File: src/rtl/uart_rx_oversample.sv
// UART receiver with 16x oversampling. A 2-of-3 majority filter is applied to every line decision.
// Status flags latch one clk after the stop-bit sample, so a read in that same clk still sees the old character.
module uart_rx_oversample #(
   parameter int SYNC_STAGES = 2
) (
   input  logic       clk,
   input  logic       reset,
   input  logic       baud_clock,
   input  logic       bit8,
   input  logic       parity_en,
   input  logic       odd_n_even,
   input  logic       rx,
   input  logic       read_rx_byte,
   output logic [7:0] rx_data,
   output logic       rx_ready,
   output logic       parity_err,
   output logic       framing_err,
   output logic       overflow,
   output logic       rx_idle
);

   typedef enum logic [2:0] {IDLE, START, DATA, PARITY, STOP} state_t;

   state_t                 state_q;
   logic [3:0]             cnt_q;
   logic [2:0]             idx_q;
   logic [7:0]             shift_q;
   logic                   bit8_q;
   logic                   par_en_q;
   logic                   odd_q;
   logic                   perr_calc_q;
   logic                   stop_bit_q;
   logic                   done_q;
   logic [SYNC_STAGES-1:0] sync_q;
   logic [2:0]             sample_q;
   logic                   rx_filt;
   logic [2:0]             last_idx;

   logic [7:0]             rx_data_q,     rx_data_d;
   logic                   rx_ready_q,    rx_ready_d;
   logic                   parity_err_q,  parity_err_d;
   logic                   framing_err_q, framing_err_d;
   logic                   overflow_q,    overflow_d;

   assign rx_filt  = (sample_q[0] & sample_q[1]) | (sample_q[0] & sample_q[2]) |
                     (sample_q[1] & sample_q[2]);
   assign last_idx = bit8_q ? 3'd7 : 3'd6;

   always_ff @(posedge clk) begin
      if (reset) begin
         sync_q   <= '1;
         sample_q <= 3'b111;
      end else begin
         sync_q <= {sync_q[SYNC_STAGES-2:0], rx};
         if (baud_clock) begin
            sample_q <= {sample_q[1:0], sync_q[SYNC_STAGES-1]};
         end
      end
   end

   // Frame format is captured once the start bit is confirmed, so mid-frame config changes are ignored.
   always_ff @(posedge clk) begin
      if (reset) begin
         state_q     <= IDLE;
         cnt_q       <= 4'd0;
         idx_q       <= 3'd0;
         shift_q     <= 8'd0;
         bit8_q      <= 1'b0;
         par_en_q    <= 1'b0;
         odd_q       <= 1'b0;
         perr_calc_q <= 1'b0;
         stop_bit_q  <= 1'b0;
         done_q      <= 1'b0;
      end else begin
         done_q <= 1'b0;
         if (baud_clock) begin
            case (state_q)
               IDLE: begin
                  if (!rx_filt) begin
                     state_q <= START;
                     cnt_q   <= 4'd0;
                  end
               end
               START: begin
                  if (cnt_q == 4'd7) begin
                     if (!rx_filt) begin
                        state_q     <= DATA;
                        cnt_q       <= 4'd0;
                        idx_q       <= 3'd0;
                        shift_q     <= 8'd0;
                        bit8_q      <= bit8;
                        par_en_q    <= parity_en;
                        odd_q       <= odd_n_even;
                        perr_calc_q <= 1'b0;
                     end else begin
                        state_q <= IDLE;
                     end
                  end else begin
                     cnt_q <= cnt_q + 4'd1;
                  end
               end
               DATA: begin
                  cnt_q <= cnt_q + 4'd1;
                  if (cnt_q == 4'd15) begin
                     shift_q[idx_q] <= rx_filt;
                     idx_q          <= idx_q + 3'd1;
                     if (idx_q == last_idx) begin
                        state_q <= par_en_q ? PARITY : STOP;
                     end
                  end
               end
               PARITY: begin
                  cnt_q <= cnt_q + 4'd1;
                  if (cnt_q == 4'd15) begin
                     perr_calc_q <= (^shift_q) ^ rx_filt ^ odd_q;
                     state_q     <= STOP;
                  end
               end
               STOP: begin
                  cnt_q <= cnt_q + 4'd1;
                  if (cnt_q == 4'd15) begin
                     stop_bit_q <= rx_filt;
                     done_q     <= 1'b1;
                     state_q    <= IDLE;
                  end
               end
               default: begin
                  state_q <= IDLE;
                  cnt_q   <= 4'd0;
               end
            endcase
         end
      end
   end

   always_comb begin
      rx_data_d     = rx_data_q;
      rx_ready_d    = rx_ready_q;
      parity_err_d  = parity_err_q;
      framing_err_d = framing_err_q;
      overflow_d    = overflow_q;
      if (done_q) begin
         framing_err_d = !stop_bit_q;
         if (!rx_ready_q || read_rx_byte) begin
            rx_data_d    = shift_q;
            rx_ready_d   = 1'b1;
            parity_err_d = perr_calc_q;
            overflow_d   = 1'b0;
         end else begin
            overflow_d = 1'b1;
         end
      end else if (read_rx_byte && rx_ready_q) begin
         rx_ready_d   = 1'b0;
         parity_err_d = 1'b0;
         overflow_d   = 1'b0;
      end
   end

   always_ff @(posedge clk) begin
      if (reset) begin
         rx_data_q     <= 8'd0;
         rx_ready_q    <= 1'b0;
         parity_err_q  <= 1'b0;
         framing_err_q <= 1'b0;
         overflow_q    <= 1'b0;
      end else begin
         rx_data_q     <= rx_data_d;
         rx_ready_q    <= rx_ready_d;
         parity_err_q  <= parity_err_d;
         framing_err_q <= framing_err_d;
         overflow_q    <= overflow_d;
      end
   end

   assign rx_data     = rx_data_q;
   assign rx_ready    = rx_ready_q;
   assign parity_err  = parity_err_q;
   assign framing_err = framing_err_q;
   assign overflow    = overflow_q;
   assign rx_idle     = (state_q == IDLE);

endmodule
File: config.mk
export PLATFORM = sky130hd
export DESIGN_NAME = uart_rx_oversample
export DESIGN_NICKNAME = d
export VERILOG_FILES = /design/src/rtl/uart_rx_oversample.sv
export SDC_FILE = /design/constraint.sdc
export NUM_CORES = 1
export LEC_CHECK = 0
export ABC_AREA = 1
export BUFFER_PORTS_ARGS = -buffer_cell sky130_fd_sc_hd__buf_2
export CELL_PAD_IN_SITES_DETAIL_PLACEMENT = 1
export CELL_PAD_IN_SITES_GLOBAL_PLACEMENT = 1
export CORE_MARGIN = 5
export CORE_UTILIZATION = 35
export CTS_BUF_LIST = sky130_fd_sc_hd__clkbuf_4
export DETAILED_ROUTE_END_ITERATION = 8
export PLACE_DENSITY = 0.78
export SYNTH_ARGS = -nofsm -noshare
export SYNTH_HDL_FRONTEND = slang
export SYNTH_SLANG_ARGS = --single-unit
File: constraint.sdc
create_clock -name clk -period 4.6 [get_ports clk]
set_input_delay 0.46 -clock clk [delete_from_list [all_inputs] [get_ports clk]]
set_output_delay 0.46 -clock clk [all_outputs]
set_load 0.01 [all_outputs]
# Word-level counts from Yosys, hierarchy flattened
# Index checks and enable logic that the tools add are counted.
[classes]
div = 0
shift = 0
n_addsub = 2
n_mul = 0
mux = 36
bitwise = 10
reduce_logical = 19
magnitude_cmp = 2
n_eq_ne = 15
[ops]
columns = ["op", "n"]
rows = [
  ["$mux 3", 10],
  ["$mux 8", 3],
  ["$pmux 8 s2", 1],
  ["$pmux 3 s5", 1],
  ["$ne 2x2->1 const B", 7],
  ["$mux 1", 13],
  ["$pmux 4 s3", 1],
  ["$reduce_and 5->1", 2],
  ["$bwmux 8", 1],
  ["$mux 4", 2],
  ["$reduce_xor 8->1", 1],
  ["$reduce_and 7->1", 1],
  ["$eq 3x2->1 const B", 2],
  ["$pmux 3 s2", 1],
  ["$reduce_bool 2->1", 3],
  ["$reduce_or 3->1", 2],
  ["$add 4x1->4 const B", 1],
  ["$eq 4x3->1 const B", 1],
  ["$eq 4x4->1 const B", 1],
  ["$lt 3x4->1 const B", 1],
  ["$reduce_and 2->1", 2],
  ["$reduce_and 4->1", 1],
  ["$add 3x1->3 const B", 1],
  ["$and 1x1->1", 3],
  ["other kinds (16)", 22],
]
[totals]
romBits = 0
input_bits = 8
register_bits = 41
elab_cells = 101
ram_bits = 0
out_inout_bits = 13
mem_count = 0
latch_bits = 0

# Logic depth before layout (Yosys ltp)
# Gate-level depths: netlist of run 1.
[logic_depth]
word_depth = 7
mapped_depth = 12
mapped_depth_nobuf = 12

# Least setup slack after synthesis of run 1
# Ideal clock, no wire load.
[synth_timing]
kind = "register to register"
startpoint = "reg cnt_q[0]"
endpoint = "reg shift_q[3]"
arrival_ps = 1405
path_stages_with_launch = 12
setup_slack_ps = 3077
path_buffers = 1
cell_sequence = "dfxtp_1 -> ha_1 -> nand2_2 -> nor2_4 -> nor2_2 -> nor2_8 -> nand2_4 -> nor2_4 -> buf_6 -> nand2_1 -> o21ai_1 -> nor2_1"
[synth_via]
elab_chain_cells = 3
[synth_lines]
columns = ["element", "line", "source"]
rows = [
  ["from (decl)", "25", "logic [3:0] cnt_q;"],
  ["from (signal assigned)", "99", "cnt_q <= cnt_q + 4'd1;"],
  ["from (signal assigned)", "103", "cnt_q <= cnt_q + 4'd1;"],
  ["from (signal assigned)", "113", "cnt_q <= cnt_q + 4'd1;"],
  ["$eq 4x4->1 or $eq 4x3->1 (tied branches)", "104, 85", ""],
  ["$ne 2x2->1 (no line)", "--", ""],
  ["$reduce_and 5->1 (no line) *", "--", ""],
  ["to (signal, indexed assignment)", "105", "shift_q[idx_q] <= rx_filt;"],
  ["to (decl)", "27", "logic [7:0] shift_q;"],
]
# Every way passes the cells marked *; elsewhere a longest branch is shown, timed or not.
# A chain may end at the register's enable or synchronous reset.

# Worst setup path in the final report of run 1
[layout_timing]
startpoint = "reg state_q[0]"
endpoint = "out rx_idle"
[layout_via]
elab_chain_cells = 1
[layout_lines]
columns = ["element", "line", "source"]
rows = [
  ["from (decl)", "24", "state_t state_q;"],
  ["from (signal assigned)", "108", "state_q <= par_en_q ? PARITY : STOP;"],
  ["$logic_not 3->1", "180", "assign rx_idle = (state_q == IDLE);"],
  ["to (decl)", "19", "output logic rx_idle"],
]
# Every way passes these cells.

==> results of run 1 <==
[metrics by stage]
| step | std cells | utilization | total power [mW] |
|---|---|---|---|
| after detailed placement | 400 | 0.383 | 0.683 |
| after global routing | 407 | 0.395 | 0.972 |
| after global placement | 400 | 0.383 | 0.678 |
| final | 407 | 0.395 | 0.898 |
| after CTS | 407 | 0.395 | 0.911 |
| after floorplan | 312 | - | 0.617 |
[kinds of logic (layout without fill, tap and decap cells)]
group	after synthesis	count (layout)	synth area share
simple gates	156	156	0.329
flops	41	41	0.394
fa+ha+maj	2	2	0.0120
buf+inv	46	66	0.0888
compound gates	64	64	0.164
xor+xnor	3	3	0.0126
[how the worst min path moves through the flow]
stage / startpoint / endpoint / slack [ns] / cells after the start
CTS: rx / sync_q[0] / 0.28 / 2
global route: rx / sync_q[0] / 0.28 / 2
finish: rx / sync_q[0] / 0.29 / 2
floorplan: sync_q[0] / sync_q[1] / 0.39 / 1
global placement: sync_q[0] / sync_q[1] / 0.39 / 1
detailed placement: sync_q[0] / sync_q[1] / 0.40 / 1
[critical path, stage by stage (launching register included)]
cell and delay, ns:
sky130_fd_sc_hd__dfxtp_1 0.35, sky130_fd_sc_hd__inv_1 0.16, sky130_fd_sc_hd__nand2_1 0.15, sky130_fd_sc_hd__nor2_1 0.23, sky130_fd_sc_hd__buf_2 0.18
[placed cells by master (no fill, tap or decap), types with 2 or more instances in the layout]
| cell | n |
|---|---|
| sky130_fd_sc_hd__a21oi_1 | 29 |
| sky130_fd_sc_hd__a22oi_1 | 3 |
| sky130_fd_sc_hd__buf_2 | 20 |
| sky130_fd_sc_hd__clkbuf_4 | 5 |
| sky130_fd_sc_hd__dfxtp_1 | 41 |
| sky130_fd_sc_hd__ha_1 | 2 |
| sky130_fd_sc_hd__inv_1 | 36 |
| sky130_fd_sc_hd__inv_2 | 3 |
| sky130_fd_sc_hd__nand2_1 | 82 |
| sky130_fd_sc_hd__nand2_2 | 2 |
| sky130_fd_sc_hd__nand3_1 | 12 |
| sky130_fd_sc_hd__nor2_1 | 43 |
| sky130_fd_sc_hd__nor2_2 | 4 |
| sky130_fd_sc_hd__nor2_4 | 3 |
| sky130_fd_sc_hd__nor3_1 | 3 |
| sky130_fd_sc_hd__o21ai_0 | 23 |
| sky130_fd_sc_hd__o21ai_1 | 4 |
| sky130_fd_sc_hd__o22ai_1 | 2 |
| sky130_fd_sc_hd__or2_2 | 3 |
| sky130_fd_sc_hd__xor2_1 | 2 |
[per-layer routing]
layer / GRT usage / vias up
li1: - / 1022
met1: 0.175 / 920
met2: 0.266 / 20
met3: 0.0284 / 2
met4: 0.0251 / 0
met5: 0 / -
[state kept, by name, summed over array words and instances (netlist names), 2 cells and up]
signal,cells
rx_data,8
state_q,3
sample_q,3
idx_q,3
cnt_q,4
sync_q,2
shift_q,8
[power by group through the flow]
stage | clock [mW] | sequential, mW | combinational [mW]
global placement | 0 | 0.402 | 0.276
floorplan | 0 | 0.398 | 0.219
CTS | 0.235 | 0.395 | 0.281
finish | 0.226 | 0.395 | 0.276
global route | 0.253 | 0.399 | 0.320
detailed placement | 0 | 0.403 | 0.280
[layout make-up]
cell class | count | area share
well taps | 75 | 0.0406
clock inverters | 2 | 0.0152
inverters | 39 | 0.0633
multi-input cells | 225 | 0.466
repair buffers | 20 | 0.0433
clock buffers | 5 | 0.0162
flip-flops and latches | 41 | 0.355
==> flow_results.org, run 1 <==
** Critical path
- Maximum fanout along the worst path :: 6
- Crit Reg-Reg Startpoint :: cnt_q[0]
- Required time of the critical path :: 4.14 ns
- Element type at the critical path end :: primary output
- The worst register-to-register path has a setup slack of 2.81 ns.
- Reg-to-reg critical path endpoint :: shift_q[5]
- For the worst setup path, the data arrival time is 1.40 ns.
- Worst r2r path cells :: 11
- Type of the worst setup path :: reg -> out
- The worst setup path is launched from a register.
- In this run the worst setup path begins at state_q[0].
- The most critical setup path has its endpoint at rx_idle.

** Place
- Once placement finished, the instance area stood at 2240 µm².
- Once detailed placement completed, the half-perimeter wirelength came to 3.87 mm.
- Input and output buffers added on the ports amount to 20.
- GP Congestion :: 0.735
- At the placement stage, the worst setup path has a slack of 2.78 ns.

** Timing
- The max-slew violation count was 0.
- For the pin with the worst max-slew slack, the measured transition is 0.749 ns.
- Clock period minus worst slack :: 1.86 ns
- Worst hold margin :: 0.294 ns
- Final-report hold violation count :: 0
- Final sum of negative setup slack :: 0 ns
- Max-slew headroom :: 0.500
- Of the available clock period, the critical path in the final layout requires 0.404.
- Setup slack on the critical path of the routed design comes to 2.74 ns.
- Setup repair after global routing left no endpoint under its margin.
- Across the routed clock network, the largest skew measured is 0.0122 ns.
- Highest achievable clock rate :: 538 MHz
- Setup violations remaining at the end of the flow were counted as 0.

** Clock tree
- Clock tree synthesis inserted a total of 5 buffers.
- Count of buffers added by post-CTS timing repair for setup :: 0
- Depth of the CTS H-tree :: 2
- No sink is reached through more buffers than the 2 on the longest clock path.
- Clock sink count :: 41
- In this run, post-CTS hold repair placed 0 buffers.
- Clock transition at path regs :: 0.12 ns
- In this run, post-CTS repair resized a total of 0 instances.
- In this run the clock root is driven by a sky130_fd_sc_hd__clkbuf_4.
- CTS tree :: done
- Latest clock arrival within the worst-skew pair :: 0.34 ns

** Floorplanning
- The die covers 7600 µm².
- The floorplan step set the die height to 87.2 µm.
- The initial utilization of the core area, before any placement, comes to 0.356.
- Number of placement rows :: 28
- During I/O placement, the number of pins put on the boundary was 21.
- X dimension of the die :: 87.2 µm
- Placeable core region :: 5850 µm²

** Global routing
- The initial antenna violation count is 0.
- For this run the aggregate overflow at the end of global routing stands at 0.
- Global-route wire length before repair :: 8.89 mm
- Number of global-route vias before repair :: 1997
- Maximum number of pins on one net before global-route repair :: 27
- Aggregate global-route resource usage :: 0.144

** Layout
- Area occupied by multi-input gates :: 1080 µm²
- Across the whole layout, storage elements account for 821 µm².
- Proportion of layout cells with a drive suffix above 1 :: 0.142
- Antenna fix cells :: 0
- Final net count :: 342
- Number of fill cells :: 762
- Final cell area excluding filler cells :: 2310 µm²
- Area added between synthesis and finish :: 10.9%

** Power and ir drop
- Switching power as a share of total power :: 0.362
- Ratio of total power to cell area :: 388 nW/µm²
- Psw :: 325 µW
- Portion of total power attributed to sequential cells :: 0.440
- Cell Int Power :: 572 µW
- The share of total power dissipated in the clock network is 0.252.
- IR analysis of the VDD net gives a maximum drop of 174 µV.
- Cell leakage power :: 1.08 nW
- The share of total power dissipated in combinational logic is 0.308.

** Routing
- The first detailed-routing pass took 4 iterations.
- Top routing layer in use :: met4
- In this run, the number of DRC markers left after iteration 0 of detailed routing was 86.
- In the detailed route, the total length drawn on met2 is 2.50 mm.
- The detail route stage leaves a number of antenna-violating nets equal to 0.
- The routed design uses 133 µm of met3 wire.
- After detailed routing, the average wire length per cell comes to 12.1 µm.
- Number of vias in the routed layout :: 1964
- In the final routing, the length of wire on met1 measures 2.29 mm.
- For this run, design rule violations remaining after detail routing come to 0.
- After detailed routing, the number of vias per cell comes to 4.83.
- WL final :: 4.93 mm

** Synth
- Counting flops with a built-in enable in the synthesized netlist gives 0.
- Most instantiated cells after synthesis :: sky130_fd_sc_hd__nand2_1 (82), sky130_fd_sc_hd__nor2_1 (43), sky130_fd_sc_hd__dfxtp_1 (41)
- Cell with the most instances after synthesis :: sky130_fd_sc_hd__nand2_1
- Flops & latches, synth :: 41
- The largest total area in the synthesized netlist belongs to sky130_fd_sc_hd__dfxtp_1.
- Synth top area share :: 0.394
- Gate count after technology mapping :: 312
- Yosys printed 0 warnings.
- Unique masters post-synth :: 31
- Top post-synthesis cells by area :: sky130_fd_sc_hd__dfxtp_1 (39%), sky130_fd_sc_hd__nand2_1 (15%), sky130_fd_sc_hd__nor2_1 (7.7%)
- Async S/R FF share, synth :: 0
- Synthesis produced a netlist with a net count of 322.
- Per-instance average area after synthesis :: 6.68 µm²
- In this run the cell area of the synthesized design comes to 2080 µm².
- Primary flip-flop cell chosen by synthesis mapping :: sky130_fd_sc_hd__dfxtp_1
- The share of the Yosys chip area taken by registers is 0.394.

** Worst hold path
- Min-delay worst type :: in -> reg

** Flow run
- Max Cap Violations :: 0

** Outcome
- Run status :: finished clean
No activity file was read; power rests on OpenSTA's default activity.
==> run 2: changes to the inputs <==
PLACE_DENSITY = 0.81   (was 0.78)
clock period = 1.7 ns   (was 4.6 ns; I/O delays follow)
==> flow_results.org, run 2 (synthesis gave the netlist of run 1 again) <==
** Outcome
- Run status :: finished clean

** Critical path
- The worst register-to-register path ends at shift_q[1].
- Startpoint type of the worst setup path :: register
- Along the worst path, the maximum fanout reaches 13.
- At the worst endpoint, the arrival time is 1.94 ns.
- Counting cells, the worst reg-to-reg path comes to 12.
- Element type at the critical path end :: register
- Tracing the worst setup path back leads to its startpoint at cnt_q[0].
- The slowest stage of the critical path belongs to the cell sky130_fd_sc_hd__dfxtp_2.
- Following the worst setup path forward leads to its endpoint at shift_q[1].
- For the worst setup path, the data required time is 2.01 ns.
- The signal on the critical path passes through ha_4, nand2_4, nor2_4, nor2_2, nor2_8, nand2_4, nor2_4, buf_12, nand3_2, nand2_1, nand2_1, nor2_1.
- Largest stage delay, worst path :: 0.38 ns
- R2R setup slack :: 0.07 ns
- Crit Reg-Reg Startpoint :: cnt_q[0]
- By startpoint and endpoint, the worst setup path is classified as reg -> reg.

** Timing
- Number of setup violations in the final report :: 0
- Crit path setup slack, layout :: 0.0733 ns
- Transition time at the pin with the least slew margin :: 0.430 ns
- Between clock sinks in the finished design, the worst skew comes to 0.0163 ns.
- The hold violation total from the final report was 0.
- In the final timing run, aggregate negative setup slack is 0 ns.
- Final max-slew violation count :: 0
- The clock period could shrink to 1.63 ns.
- Measured against its own limit, the worst slew margin works out to 0.712.
- Part of the cycle the worst path needs :: 0.957
- Setup repair after global routing could not meet its margin everywhere.
- Highest achievable clock rate :: 615 MHz

** Routing
- In the final routed layout, each cell accounts on average for 12.9 µm.
- The first routing iteration left 70 violations.
- Vias per inst :: 4.87
- For this run, design rule violations remaining after detail routing come to 0.
- Summed over all layers, the routed wires come to 5.49 mm.
- Number of vias in the routed layout :: 2069
- The count of nets left with antenna violations once routing finished came out at 0.
- TritonRoute pass-1 iters :: 4

** Clock tree
- The clock tree synthesis step divided the H-tree into 2 levels.
- After clock tree synthesis, the clock-pin slew on the worst setup and hold paths is 0.15 ns.
- The root buffer cell chosen for the clock tree is sky130_fd_sc_hd__clkbuf_4.
- In this run the deepest clock path goes through 2 buffers.
- For the worst-skew pair, the clock arrives at the later sink with an insertion delay of 0.38 ns.
- CTS tree :: done
- TritonCTS Buffers :: 5
- Clock sink count :: 41

** Layout
- Area occupied by multi-input gates :: 1110 µm²
- Final net count :: 359
- Antenna fix cells :: 0
- Most frequent cells in the layout :: sky130_fd_sc_hd__nand2_1 (80), sky130_fd_sc_hd__nor2_1 (43), sky130_fd_sc_hd__dfxtp_1 (37)
- Counting the fill cells in the layout gives 780.
- Summing all flip-flop and latch instances after layout gives 826 µm².
- Proportion of layout cells with a drive suffix above 1 :: 0.211
- The area growth from synthesis to layout is 19.9%.
- Leaving out fill and tap cells, the most frequent cell in the layout is sky130_fd_sc_hd__nand2_1.

** Floorplanning
- Placeable core region :: 5850 µm²
- X dimension of the die :: 87.2 µm
- 21 I/O pins were placed.
- The floorplan step set the die height to 87.2 µm.
- Number of placement rows :: 28
- The die covers 7600 µm².
- Initial Util :: 0.356

** Global routing
- Summed over all layers, the global routing overflow is 0.
- Maximum number of pins on one net before global-route repair :: 16
- Global-route wire length before repair :: 9.62 mm
- The initial antenna violation count was 0.
- In the global route stage, overall resource usage came out at 0.158.
- Number of global-route vias before repair :: 2146

** Worst hold path
- Min-delay worst type :: in -> reg

** Power and ir drop
- Summed over all cells, the static leakage comes to 1.18 nW.
- For this design the ratio of total power to cell area is 1050 nW/µm².
- VDD sags by at most 448 µV.

** Place
- GP Congestion :: 0.856
- OpenSTA, run right after detailed placement, puts the worst setup slack at 0.0246 ns.
- Post-detail-place hpwl :: 4.20 mm
- The count of buffers added on input and output ports is 20.

** Flow run
- Max Cap Violations :: 0
-- run 2: report_power, final --
part           switching (mW)  total [mW]  internal, mW
Clock                   0.370       0.675         0.305
Combinational           0.564       0.882         0.318
Sequential             0.0572        1.08          1.02
-- run 2: area by class of cell --
type | count | share of cell area
multi-input cells | 225 | 0.445
flip-flops and latches | 41 | 0.330
repair buffers | 37 | 0.0971
inverters | 39 | 0.0586
well taps | 75 | 0.0376
clock inverters | 3 | 0.0165
clock buffers | 5 | 0.0150
-- run 2: worst min-delay path by stage --
stage	startpoint	endpoint	slack, ns	cells past startpoint
2_1_floorplan	reset	sample_q[1]	0.27	2
3_3_place_gp	rx	sync_q[0]	0.36	2
3_5_place_dp	rx	sync_q[0]	0.36	2
4_1_cts	parity_en	par_en_q	0.03	3
5_1_grt	parity_en	par_en_q	0.04	3
6_report	parity_en	par_en_q	0.03	3
-- run 2: through the flow --
step                cells  total power, mW   util  cell area, µm²  hold slack (ns)
floorplan             312             1.67      -            2080            0.270
finish                425             2.63  0.427            2500           0.0344
CTS                   423             2.62  0.420            2460           0.0329
global placement      413             1.92  0.402            2350            0.356
detailed placement    413             1.94  0.402            2350            0.357
global route          425             2.82  0.427            2500           0.0413
-- run 2: routing by layer --
layer | up-vias | wire, µm | global-route usage | share of wire
met5 | - | 0 | 0 | 0
met2 | 19 | 2930 | 0.298 | 0.53
li1 | 1066 | - | - | -
met1 | 975 | 2350 | 0.181 | 0.43
met4 | 0 | 77 | 0.0391 | 0.014
met3 | 9 | 132 | 0.0322 | 0.024
-- run 2: critical path: cells and delay by family, from the launching register on --
kind / cells / cell delay [ns]
flops: 1 / 0.38
buf+inv: 1 / 0.14
fa+ha+maj: 1 / 0.16
simple gates: 10 / 0.88
-- run 2: what timing repair did --
item	in CTS	in global routing
endpoints found under the hold margin	1	0
endpoints found under the setup margin	2	10
buffers inserted	1	2
pin swaps	0	2
hold buffers	1	0
resized for setup	4	10
